`src/rtl/rr_arb_mux.sv`:
```
// Registered round-robin N:1 arbitrating mux with per-channel valid/ready and
// optional packet locking. A single output register stage breaks the timing path.

module rr_arb_mux_lane #(
  parameter int W   = 32,
  parameter int L   = 1,
  parameter int IDX = 0
) (
  input  logic         take,
  input  logic [L-1:0] gnt,
  input  logic [W-1:0] data,
  input  logic         last,
  output logic         ready,
  output logic [W-1:0] data_m,
  output logic         last_m
);
  assign ready  = take && (gnt == L'(IDX));
  assign data_m = ready ? data : '0;
  assign last_m = ready && last;
endmodule

module rr_arb_mux #(
  parameter  int N        = 4,
  parameter  int W        = 32,
  parameter  int PKT_LOCK = 1,
  localparam int L        = (N > 1) ? $clog2(N) : 1
) (
  input  logic                clk,
  input  logic                rst,
  input  logic [N-1:0][W-1:0] i_data,
  input  logic [N-1:0]        i_valid,
  input  logic [N-1:0]        i_last,
  output logic [N-1:0]        i_ready,
  output logic [W-1:0]        o_data,
  output logic                o_valid,
  output logic                o_last,
  output logic [L-1:0]        o_sel,
  input  logic                o_ready
);
  logic         load, grant_valid, xfer, lock;
  logic [L-1:0] ptr, lock_idx, gnt, idx;

  logic [N-1:0][W-1:0] data_m;
  logic [N-1:0]        last_m;
  logic [W-1:0]        mux_data;
  logic                mux_last;

  assign load = !o_valid || o_ready;
  // Reset gates i_ready so no upstream beat is consumed on a reset edge.
  assign xfer = rst && load && grant_valid;

  always_comb begin
    gnt         = lock_idx;
    grant_valid = 1'b0;
    idx         = ptr;
    if (lock) begin
      grant_valid = i_valid[lock_idx];
    end else begin
      for (int k = 0; k < N; k++) begin
        if (!grant_valid && i_valid[idx]) begin
          grant_valid = 1'b1;
          gnt         = idx;
        end
        idx = (idx == L'(N-1)) ? '0 : idx + 1'b1;
      end
    end
  end

  for (genvar g = 0; g < N; g++) begin : g_lane
    rr_arb_mux_lane #(.W(W), .L(L), .IDX(g)) u_lane (
      .take   (xfer),
      .gnt    (gnt),
      .data   (i_data[g]),
      .last   (i_last[g]),
      .ready  (i_ready[g]),
      .data_m (data_m[g]),
      .last_m (last_m[g])
    );
  end

  // i_ready is one-hot, so an OR across lanes is the data mux.
  always_comb begin
    mux_data = '0;
    mux_last = 1'b0;
    for (int g = 0; g < N; g++) begin
      mux_data = mux_data | data_m[g];
      mux_last = mux_last | last_m[g];
    end
  end

  always_ff @(posedge clk) begin
    if (!rst) begin
      o_valid  <= 1'b0;
      o_data   <= '0;
      o_last   <= 1'b0;
      o_sel    <= '0;
      ptr      <= '0;
      lock     <= 1'b0;
      lock_idx <= '0;
    end else begin
      if (load) begin
        o_valid <= xfer;
        if (xfer) begin
          o_data <= mux_data;
          o_last <= mux_last;
          o_sel  <= gnt;
        end
      end
      if (xfer) begin
        if (PKT_LOCK != 0 && !mux_last) begin
          lock     <= 1'b1;
          lock_idx <= gnt;
        end else begin
          lock <= 1'b0;
          ptr  <= (gnt == L'(N-1)) ? '0 : gnt + 1'b1;
        end
      end
    end
  end

`ifdef SIMULATION
  always @(posedge clk) begin
    if (rst) begin
      assert ($onehot0(i_ready)) else $error("i_ready not onehot0: %b", i_ready);
      assert (!o_valid || o_sel <= L'(N-1)) else $error("o_sel out of range: %0d", o_sel);
    end
  end

  property p_hold;
    @(posedge clk) disable iff (!rst)
      (o_valid && !o_ready) |=> ($stable(o_data) && $stable(o_last) && $stable(o_sel));
  endproperty
  a_hold: assert property (p_hold);
`endif
endmodule

```
`config.mk`:
```
export PLATFORM = sky130hd
export DESIGN_NAME = rr_arb_mux
export DESIGN_NICKNAME = d
export VERILOG_FILES = /design/src/rtl/rr_arb_mux.sv
export SDC_FILE = /design/constraint.sdc
export NUM_CORES = 1
export LEC_CHECK = 0
export ABC_CLOCK_PERIOD_IN_PS = 3400
export CAP_MARGIN = 25
export CELL_PAD_IN_SITES_DETAIL_PLACEMENT = 1
export CELL_PAD_IN_SITES_GLOBAL_PLACEMENT = 1
export CORE_ASPECT_RATIO = 1.75
export CORE_MARGIN = 2
export CORE_UTILIZATION = 28
export CTS_BUF_LIST = sky130_fd_sc_hd__clkbuf_2
export DETAILED_ROUTE_END_ITERATION = 10
export PLACE_DENSITY = 0.83
export SLEW_MARGIN = 20
export SYNTH_ARGS = -nofsm -noshare
export SYNTH_HDL_FRONTEND = slang
export SYNTH_HIERARCHICAL = 1
export SYNTH_SLANG_ARGS = --single-unit
```
`constraint.sdc`:
```
create_clock -name clk -period 3.4 [get_ports clk]
set_input_delay 0.68 -clock clk [delete_from_list [all_inputs] [get_ports clk]]
set_output_delay 0.68 -clock clk [all_outputs]
set_load 0.02 [all_outputs]
```
==> results.txt, run 1 <==
Warnings, synthesis = 6
Placed Instance Area = 6000 sq um
row count = 56
Setup CP Type = in -> out
Slew Limit Fails = 0
Final Instance Area = 6370 sq um
Clock Skew = 0.0311 ns
fmax = 285 MHz
Clock Latency Late Sink = 0.43 ns
leading area contributor after synthesis = dfxtp_1
area occupied by multi-input gates = 2900 sq um
final wirelength = 16.0 mm
final net count = 748
largest family of logic cells by synthesized area = simple AND/OR/NAND/NOR gates
antenna viol nets, final = 0
top-area cell type share of the netlist area = 21.2%
hold depth = 1
Post-synth top cells = 66 x and4b_1, 41 x buf_2, 41 x dfxtp_1
I/O pins = 179
xor/xnor share of the synthesized area = 0.646%
initial antenna violation count = 2
Pwr Density = 821 nW/um^2
post-route setup slack = -0.104 ns
TritonCTS Sinks = 41
most common cell in the synthesized netlist = and4b_1
compound-cell area share of the yosys netlist = 16.5%
routed len/inst = 20.4 microns
Critical path buffers and inverters = 3
Worst path slowest cell = clkdlybuf4s50_1
vias in the first global route = 4691
mux contribution to synthesized area = 4.55%
Worst path most repeated cell = buf_6
worst-path cell chain = clkdlybuf4s50_1 -> buf_6 -> nand2_4 -> o22a_1 -> or3b_1 -> a22o_1 -> a31oi_4 -> and3b_1 -> buf_6
synthesized area = 3870 sq um
CP max FO = 9
final setup fails = 5
Layout area overhead = 64.5%
first drt pass iteration count = 5
die extent in y = 160 microns
Post-CTS Hold Fix Bufs = 0
Max clock buf depth = 2
Final Core Density = 47.4%
HP Class = reg -> reg
fillers = 1518
fin crit period = 3.50 ns
TritonCTS buffer count = 5
DIE AREA = 14800 sq um
reg-to-reg startpoint = ptr[0]$_SDFFE_PN0P_
largest net degree at the start of global routing = 82
Total GRT Usage = 20.4%
Clock Tree Root = clkbuf_2
Port Buffers = 178
grt ovf = 0
Worst EP required = 2.72 ns
chip width = 92.9 microns
Vias/cell = 5.63
max cap viols = 0
Leak Pwr = 2.89 nW
setup slack, reg-to-reg = 0.02 ns
hold path endpoint = o_data[15]$_SDFFE_PN0P_
#FFs+latches synth = 41
Top delay family on crit path = buffers and inverters
Syn Inst Count = 418
CP Launch Type = input port
hold_sp = o_data[15]$_SDFFE_PN0P_
period utilization = 103%
largest cells by area after synthesis = dfxtp_1 21%, and4b_1 17%, o211a_1 8.8%, and4_1 7.5%, and4bb_1 5.5%
CTS tree = built
share of synthesized registers carrying an async set or reset = 0%
Initial Utilization = 28.8%
failing checks = negative setup slack
Cell variety after synth = 61
crit end category = output pin
crit path DAT = 2.82 ns
Top FF cell, synth = dfxtp_1
Worst R2R Path Depth = 15
Syn Nets = 558
number of synthesized flops with an enable pin = 0
Rel. slew slack = 66.8%
simple-gate share of the synthesized area = 49.3%
RSZ-0062 raised after global routing = true
GP Congestion = 0.887
first-pass GRT wire length = 24.0 mm
core area = 13500 sq um
initial drt markers = 143
DRC violations left = 0
sequential standard cell area = 823 sq um
Worst path max stage delay = 0.47 ns
worst vdd ir = 0.407 mV
reg2reg end = o_data[10]$_SDFFE_PN0P_
Clock Pin Slew Worst Setup and Hold Paths = 0.23 ns
fraction of layout cells with a size suffix above 1 = 19.0%
Final Hold Fails = 0
H-tree depth = 2
hpwl dp = 11.9 mm
Avg Cell Area, Syn = 9.27 sq um
setup TNS = -0.366 ns
sequential cell area fraction in the yosys report = 21.2%
Post-Synth Adder-Cell Area = 0.323%
Worst Max-Slew Pin Slew = 0.497 ns
run status = finished, violations left
DR vias = 4427
[cells in the final DEF, fill, tap and decap left out, types with 4 or more instances in the layout]
cell type	n
clkdlybuf4s50_1	170
nor4_1	31
dfxtp_1	39
mux2i_1	6
buf_12	5
nor2b_1	4
buf_4	47
and4bb_2	11
and4_1	33
and4b_1	66
buf_6	9
a21oi_1	5
clkbuf_2	6
and4bb_1	17
nand2_1	39
o211a_1	34
[metrics by stage]
step / instances / hold slack (ns) / total power, mW / setup WS (ns)
floorplan: 418 / 0.469 / 3.14 / 0.0589
global placement: 761 / 0.478 / 4.28 / -0.643
detailed placement: 761 / 0.485 / 4.41 / -0.756
CTS: 779 / 0.535 / 5.06 / -0.134
global route: 785 / 0.559 / 5.61 / -0.205
finish: 786 / 0.528 / 5.23 / -0.104
[how the worst max path moves through the flow]
stage	startpoint	to	slack [ns]	depth (start not counted)
2_1_floorplan	ptr[0]$_SDFFE_PN0P_	i_ready[0]	0.06	10
3_3_place_gp	i_valid[0]	i_ready[2]	-0.64	7
3_5_place_dp	i_valid[2]	lock_idx[1]$_SDFFE_PN0P_	-0.76	15
4_1_cts	ptr[1]$_SDFFE_PN0P_	i_ready[1]	-0.13	10
5_1_grt	ptr[0]$_SDFFE_PN0P_	i_ready[2]	-0.20	10
6_report	i_valid[1]	i_ready[1]	-0.10	9
[area by class of cell]
class / instances / area share [%]
Multi-Input combinational cell: 320 / 45.5
Timing Repair Buffer: 238 / 37.2
Sequential cell: 41 / 12.9
Tap cell: 174 / 3.42
Clock buffer: 6 / 0.471
Clock inverter: 2 / 0.236
Inverter: 2 / 0.118
Antenna cell: 3 / 0.118
[where the power goes]
group	switching, mW	leakage, nW	internal [mW]	total (mW)
combinational	2.06	2.53	2.18	4.25
sequential	0.112	0.339	0.642	0.754
clock	0.179	0.0252	0.0530	0.232
total	2.35	2.89	2.88	5.23
[per-layer routing]
metal,vias to the layer above,share of wire [%],global-route usage (%)
met5,-,0,0
met4,0,6.1,13.3
met3,49,4.0,2.74
met2,156,55,39.0
met1,2117,34,19.8
li1,2105,-,-
[kinds of logic (layout without fill, tap and decap cells)]
| group | after synthesis | count (layout) |
|---|---|---|
| mux | 13 | 13 |
| buf+inv | 57 | 248 |
| simple gates | 233 | 233 |
| other cells | 0 | 3 |
| compound gates | 71 | 71 |
| xor+xnor | 2 | 2 |
| flops | 41 | 41 |
| fa+ha+maj | 1 | 1 |
[sequential cells by signal, summed over array words and instances (netlist names)]
signal and flops:
o_data 32, o_sel 2, ptr 2, o_valid 1, lock 1, o_last 1
lock_idx 2
[what timing repair did]
action                                  4_1_cts  5_1_grt
pin swaps                                    15       12
buffers inserted                             11        3
endpoints found under the setup margin       36       34
gates cloned                                  1        1
resized for setup                            56       10
Note: power is estimated with default switching activity, not from simulation.
==> run 2, diff against run 1 <==
RECOVER_POWER = 25   (was unset)
==> run 2 against run 1 <==
Against the previous run:
- the flow still finishes with violations (negative setup slack)
- register-to-register slack about the same
- sequential cell count unchanged
- largest cell class unchanged
- die area unchanged
- worst setup slack got worse by 0.0016 ns
- global-route usage unchanged
- utilization about the same
- combinational power about the same
- via count about the same
- clock skew about the same
- sequential share of layout area about the same
- final area about the same
- final cell count decreased by 0.13%
==> results.txt, run 2 (synthesized netlist as in run 1, its figures left out) <==
largest net degree at the start of global routing = 82 (unchanged)
Rel. slew slack = 66.9% (about the same)
antenna viol nets, final = 0 (unchanged)
hold depth = 1 (unchanged)
worst vdd ir = 0.406 mV (-0.12%)
max cap viols = 0 (unchanged)
initial drt markers = 143 (unchanged)
period utilization = 103% (about the same)
Initial Utilization = 28.8% (unchanged)
crit path DAT = 2.83 ns (about the same)
hpwl dp = 11.9 mm (unchanged)
sequential standard cell area = 823 sq um (unchanged)
TritonCTS buffer count = 5 (unchanged)
setup slack, reg-to-reg = 0.01 ns (about the same)
DIE AREA = 14800 sq um (unchanged)
H-tree depth = 2 (unchanged)
max reg flops = 32 (unchanged)
reg-to-reg startpoint = ptr[0]$_SDFFE_PN0P_
crit end category = output pin
Clock Tree Root = clkbuf_2
final wirelength = 16.0 mm (-0.12%)
CP Launch Type = input port
Worst R2R Path Depth = 15 (unchanged)
Max clock buf depth = 2 (unchanged)
CP max FO = 9 (unchanged)
fillers = 1518 (unchanged)
Total GRT Usage = 20.4% (unchanged)
Placed Instance Area = 6000 sq um (unchanged)
vias in the first global route = 4691 (unchanged)
Cell Count, Final, Fillers Out = 785 (-0.13%)
Worst path max stage delay = 0.47 ns (about the same)
final net count = 748 (unchanged)
hold_sp = o_data[15]$_SDFFE_PN0P_
Post-CTS Hold Fix Bufs = 0 (unchanged)
Worst path most repeated cell = buf_6
first-pass GRT wire length = 24.0 mm (unchanged)
CTS tree = built
Final Instance Area = 6370 sq um (about the same)
most frequent cells in the layout = 158 x clkdlybuf4s50_1, 66 x and4b_1, 47 x buf_4
DRC violations left = 0 (unchanged)
HP Class = reg -> reg
Vias/cell = 5.63 (about the same)
reg2reg end = o_data[10]$_SDFFE_PN0P_
Largest Register = o_data
grt ovf = 0 (unchanged)
row count = 56 (unchanged)
DP Worst Slack = -0.756 ns (unchanged)
routed len/inst = 20.4 microns (about the same)
post-route setup slack = -0.105 ns (-0.00163 ns)
final setup fails = 6 (+1)
Layout area overhead = 64.4% (about the same)
Clock Latency Late Sink = 0.43 ns (about the same)
I/O pins = 179 (unchanged)
Leak Pwr = 2.92 nW (+1.1%)
DP Cell Count = 761 (unchanged)
Worst Max-Slew Pin Slew = 0.497 ns (-0.000389 ns)
TritonCTS Sinks = 41 (unchanged)
worst-path cell chain = clkdlybuf4s50_1 -> buf_6 -> nand2_4 -> o22a_1 -> or3b_1 -> a22o_1 -> a31oi_4 -> and3b_1 -> buf_6
Critical path buffers and inverters = 3 (unchanged)
most common cell after layout, fill and taps aside = clkdlybuf4s50_1
chip width = 92.9 microns (unchanged)
fraction of layout cells with a size suffix above 1 = 19.0% (unchanged)
Clock Skew = 0.0306 ns (-0.000434 ns)
initial antenna violation count = 2 (unchanged)
first drt pass iteration count = 5 (unchanged)
area occupied by multi-input gates = 2900 sq um (unchanged)
Slew Limit Fails = 0 (unchanged)
RSZ-0062 raised after global routing = true
run status = finished, violations left
core area = 13500 sq um (unchanged)
Setup CP Type = in -> out
GP Congestion = 0.887 (unchanged)
Top delay family on crit path = buffers and inverters
failing checks = negative setup slack
hold path endpoint = o_data[15]$_SDFFE_PN0P_
WHS = 0.522 ns (-0.00597 ns)
DR vias = 4423 (-0.090%)
die extent in y = 160 microns (unchanged)
Final Core Density = 47.4% (about the same)
Pwr Density = 818 nW/um^2 (-0.34%)
Final Hold Fails = 0 (unchanged)
fin crit period = 3.51 ns (+0.00163 ns)
fmax = 285 MHz (about the same)
Port Buffers = 178 (unchanged)
Worst EP required = 2.72 ns (about the same)
Worst path slowest cell = clkdlybuf4s50_1
Clock Pin Slew Worst Setup and Hold Paths = 0.23 ns (about the same)
## run 2: cell types whose count changed in the layout (fill, tap and decap cells not counted)
cell and change:
dlygate4sd3_1 +12, clkdlybuf4s50_1 -12, diode_2 -1
## run 2: cell type report
cell class / instances / area share, %
repair buffers: 238 / 37.2
well taps: 174 / 3.42
flip-flops and latches: 41 / 12.9
clock inverters: 2 / 0.236
clock buffers: 6 / 0.471
diodes: 2 / 0.0786
inverters: 2 / 0.118
multi-input cells: 320 / 45.5
## run 2: timing repair
item	4_1_cts	5_1_grt
gates resized for setup	56	10
gates cloned	1	1
buffers inserted	11	3
setup endpoints to repair	36	34
pin swaps	15	12
## run 2: worst max-delay path by stage
stage	from	endpoint	slack, ns	cells past startpoint
4_1_cts	ptr[1]$_SDFFE_PN0P_	i_ready[1]	-0.13	10
2_1_floorplan	ptr[0]$_SDFFE_PN0P_	i_ready[0]	0.06	10
3_3_place_gp	i_valid[0]	i_ready[2]	-0.64	7
6_report	i_valid[1]	i_ready[1]	-0.11	9
5_1_grt	ptr[0]$_SDFFE_PN0P_	i_ready[2]	-0.20	10
3_5_place_dp	i_valid[2]	lock_idx[1]$_SDFFE_PN0P_	-0.76	15
## run 2: per-layer routing
metal	vias to the layer above	part of all wire, %	global-route usage, %
met4	0	5.8	13.3
met5	-	0	0
met2	153	56	39.0
li1	2104	-	-
met3	47	4.0	2.74
met1	2119	34	19.8
## run 2: power breakdown
group	internal [mW]	switching (mW)	leakage [nW]
sequential	0.642	0.109	0.339
clock	0.0530	0.179	0.0252
combinational	2.17	2.06	2.56
## run 2: per-stage QoR
stage | setup TNS (ns) | power (mW)
finish | -0.379 | 5.21
global route | -3.07 | 5.59
CTS | -0.525 | 5.06
detailed placement | -23.81 | 4.41
global placement | -19.22 | 4.28
floorplan | 0 | 3.14
==> run 3, diff against run 2 <==
PLACE_DENSITY = unset   (was 0.83)
PLACE_DENSITY_LB_ADDON = 0.1   (was unset)
==> run 3 against run 2 <==
Against the previous run:
- the flow still finishes with violations (negative setup slack)
- clock skew decreased by 0.022 ns
- routed wire length fell by 9.8%
- die area unchanged
- worst hold slack improved by 0.0021 ns
- final cell count fell by 1.1%
- maximum frequency down 1.5%
==> results.txt, run 3 (synthesized netlist as in run 1, its figures left out) <==
Int Power = 2.73 mW (-4.8%)
vias in the first global route = 4504 (-4.0%)
first drt pass iteration count = 4 (-1)
antenna viol nets, final = 0 (unchanged)
crit path DAT = 2.88 ns (+0.05 ns)
Slew Limit Fails = 0 (unchanged)
Total GRT Usage = 18.6% (-1.8 points)
Tot Pwr = 5.03 mW (-3.5%)
final setup fails = 6 (unchanged)
I/O pins = 179 (unchanged)
Clock Pin Slew Worst Setup and Hold Paths = 0.20 ns (-0.03 ns)
run status = finished, violations left
Largest Register = o_data
met1 WL = 5.70 mm (+3.5%)
HP Class = reg -> reg
grt ovf = 0 (unchanged)
die extent in y = 160 microns (unchanged)
initial antenna violation count = 1 (-1)
initial drt markers = 118 (-17%)
worst vdd ir = 0.419 mV (+3.1%)
Clock Tree Root = clkbuf_2
CP max FO = 8 (-1)
Final Hold Fails = 0 (unchanged)
DR vias = 4281 (-3.2%)
TritonCTS Sinks = 41 (unchanged)
Clock Latency Late Sink = 0.41 ns (-0.02 ns)
Vias/cell = 5.52 (-2.1%)
post-route setup slack = -0.158 ns (-0.0526 ns)
Leak Pwr = 2.88 nW (-1.5%)
fillers = 1528 (+0.66%)
CTS tree = built
Initial Utilization = 28.8% (unchanged)
GP Congestion = 0.805 (-9.2%)
DRC violations left = 0 (unchanged)
Rel. slew slack = 67.7% (+0.81 points)
Post-CTS Hold Fix Bufs = 0 (unchanged)
first-pass GRT wire length = 22.7 mm (-5.5%)
largest net degree at the start of global routing = 78 (-4.9%)
Worst Max-Slew Pin Slew = 0.485 ns (-0.0121 ns)
Clock Skew = 0.00864 ns (-0.0220 ns)
chip width = 92.9 microns (unchanged)
highest metal used = met4
sequential share of power = 14.9% (+0.5 points)
P_sw = 2.31 mW (-1.8%)
row count = 56 (unchanged)
RSZ-0062 raised after global routing = true
final wirelength = 14.4 mm (-9.8%)
Port Buffers = 178 (unchanged)
crit end category = output pin
Max clock buf depth = 2 (unchanged)
met2 routed wirelength = 7.68 mm (-14%)
WL met3 = 674 microns (+6.6%)
most common cell after layout, fill and taps aside = clkdlybuf4s50_1
max cap viols = 0 (unchanged)
TritonCTS buffer count = 5 (unchanged)
fraction of layout cells with a size suffix above 1 = 18.0% (-1.1 points)
Layout area overhead = 62.4%
combinational power share = 81.0% (-0.2 points)
routed len/inst = 18.6 microns (-8.7%)
sequential standard cell area = 823 sq um (unchanged)
sw frac = 45.9% (+0.76 points)
Setup CP Type = in -> out
Worst EP required = 2.72 ns (about the same)
period utilization = 105% (+1.5 points)
WHS = 0.524 ns (+0.00207 ns)
hpwl dp = 10.4 mm (-13%)
Final Core Density = 46.8% (-0.58 points)
core area = 13500 sq um (unchanged)
max reg flops = 32 (unchanged)
fmax = 281 MHz (-1.5%)
Pwr Density = 800 nW/um^2 (-2.3%)
area occupied by multi-input gates = 2940 sq um (+1.4%)
CP Launch Type = input port
DIE AREA = 14800 sq um (unchanged)
final net count = 742 (-0.80%)
fin crit period = 3.56 ns (+0.0526 ns)
most frequent cells in the layout = 157 x clkdlybuf4s50_1, 66 x and4b_1, 45 x buf_4
H-tree depth = 2 (unchanged)
failing checks = negative setup slack
Clk pwr share = 4.1% (-0.3 points)
==> run 3: cell count changes in the layout (fill, tap and decap cells not counted), moves of 2 or more <==
| cell | delta |
|---|---|
| buf_12 | -4 |
| o21ai_0 | +2 |
| clkinvlp_4 | -2 |
| nand3_1 | +2 |
| buf_4 | -2 |
| nand3_2 | -2 |
==> run 3: stage by stage <==
stage          area, sq um  cells  setup WS [ns]  TNS, ns
6_report              6290    776         -0.158   -0.601
4_1_cts               6170    772         -0.154   -0.626
3_5_place_dp          5930    753         -0.784   -24.94
2_1_floorplan         3890    418         0.0589        0
5_1_grt               6290    776         -0.282    -3.47
3_3_place_gp          5930    753         -0.705   -21.86
==> run 3: what timing repair did <==
action	in CTS	in global routing
resized for setup	51	14
pin swaps	11	6
endpoints found under the setup margin	40	37
cloned	0	1
setup buffers	15	2
==> run 3: critical path, cell delays in order <==
cell and delay [ns]:
dlygate4sd2_1 0.40, nand2b_1 0.20, o22a_1 0.26, or3b_1 0.35, a22o_1 0.27, a31oi_4 0.24
buf_6 0.16, and3b_1 0.18, buf_6 0.13
==> run 3: worst paths after layout <==
check                           from                       to  slack (ns)  cells past startpoint
max                       i_valid[0]               i_ready[1]       -0.16                      9
min          o_data[30]$_SDFFE_PN0P_  o_data[30]$_SDFFE_PN0P_        0.52                      1
max reg2reg      ptr[0]$_SDFFE_PN0P_   o_data[0]$_SDFFE_PN0P_       -0.02                     15
min reg2reg  o_data[30]$_SDFFE_PN0P_  o_data[30]$_SDFFE_PN0P_        0.52                      1
==> run 3: area by class of cell <==
type,instances,area share [%]
antenna,1,0.0398
clock inverter,1,0.0795
sequential,41,13.1
inverter,2,0.119
clock buffer,5,0.398
tap,174,3.46
multi-input combinational,320,46.7
timing repair buffer,232,36.1
==> run 3: power groups by stage <==
stage / registers [mW] / logic [mW] / clock network (mW)
3_3_place_gp: 0.745 / 3.51 / 0
2_1_floorplan: 0.912 / 2.23 / 0
6_report: 0.750 / 4.08 / 0.206
5_1_grt: 0.773 / 4.42 / 0.243
4_1_cts: 0.749 / 3.90 / 0.221
3_5_place_dp: 0.754 / 3.59 / 0
==> run 3: metal layers <==
metal | track usage, % | vias to the layer above
met5 | 0 | -
met4 | 6.42 | 0
met3 | 2.92 | 20
met2 | 34.8 | 120
met1 | 20.9 | 2050
li1 | - | 2091
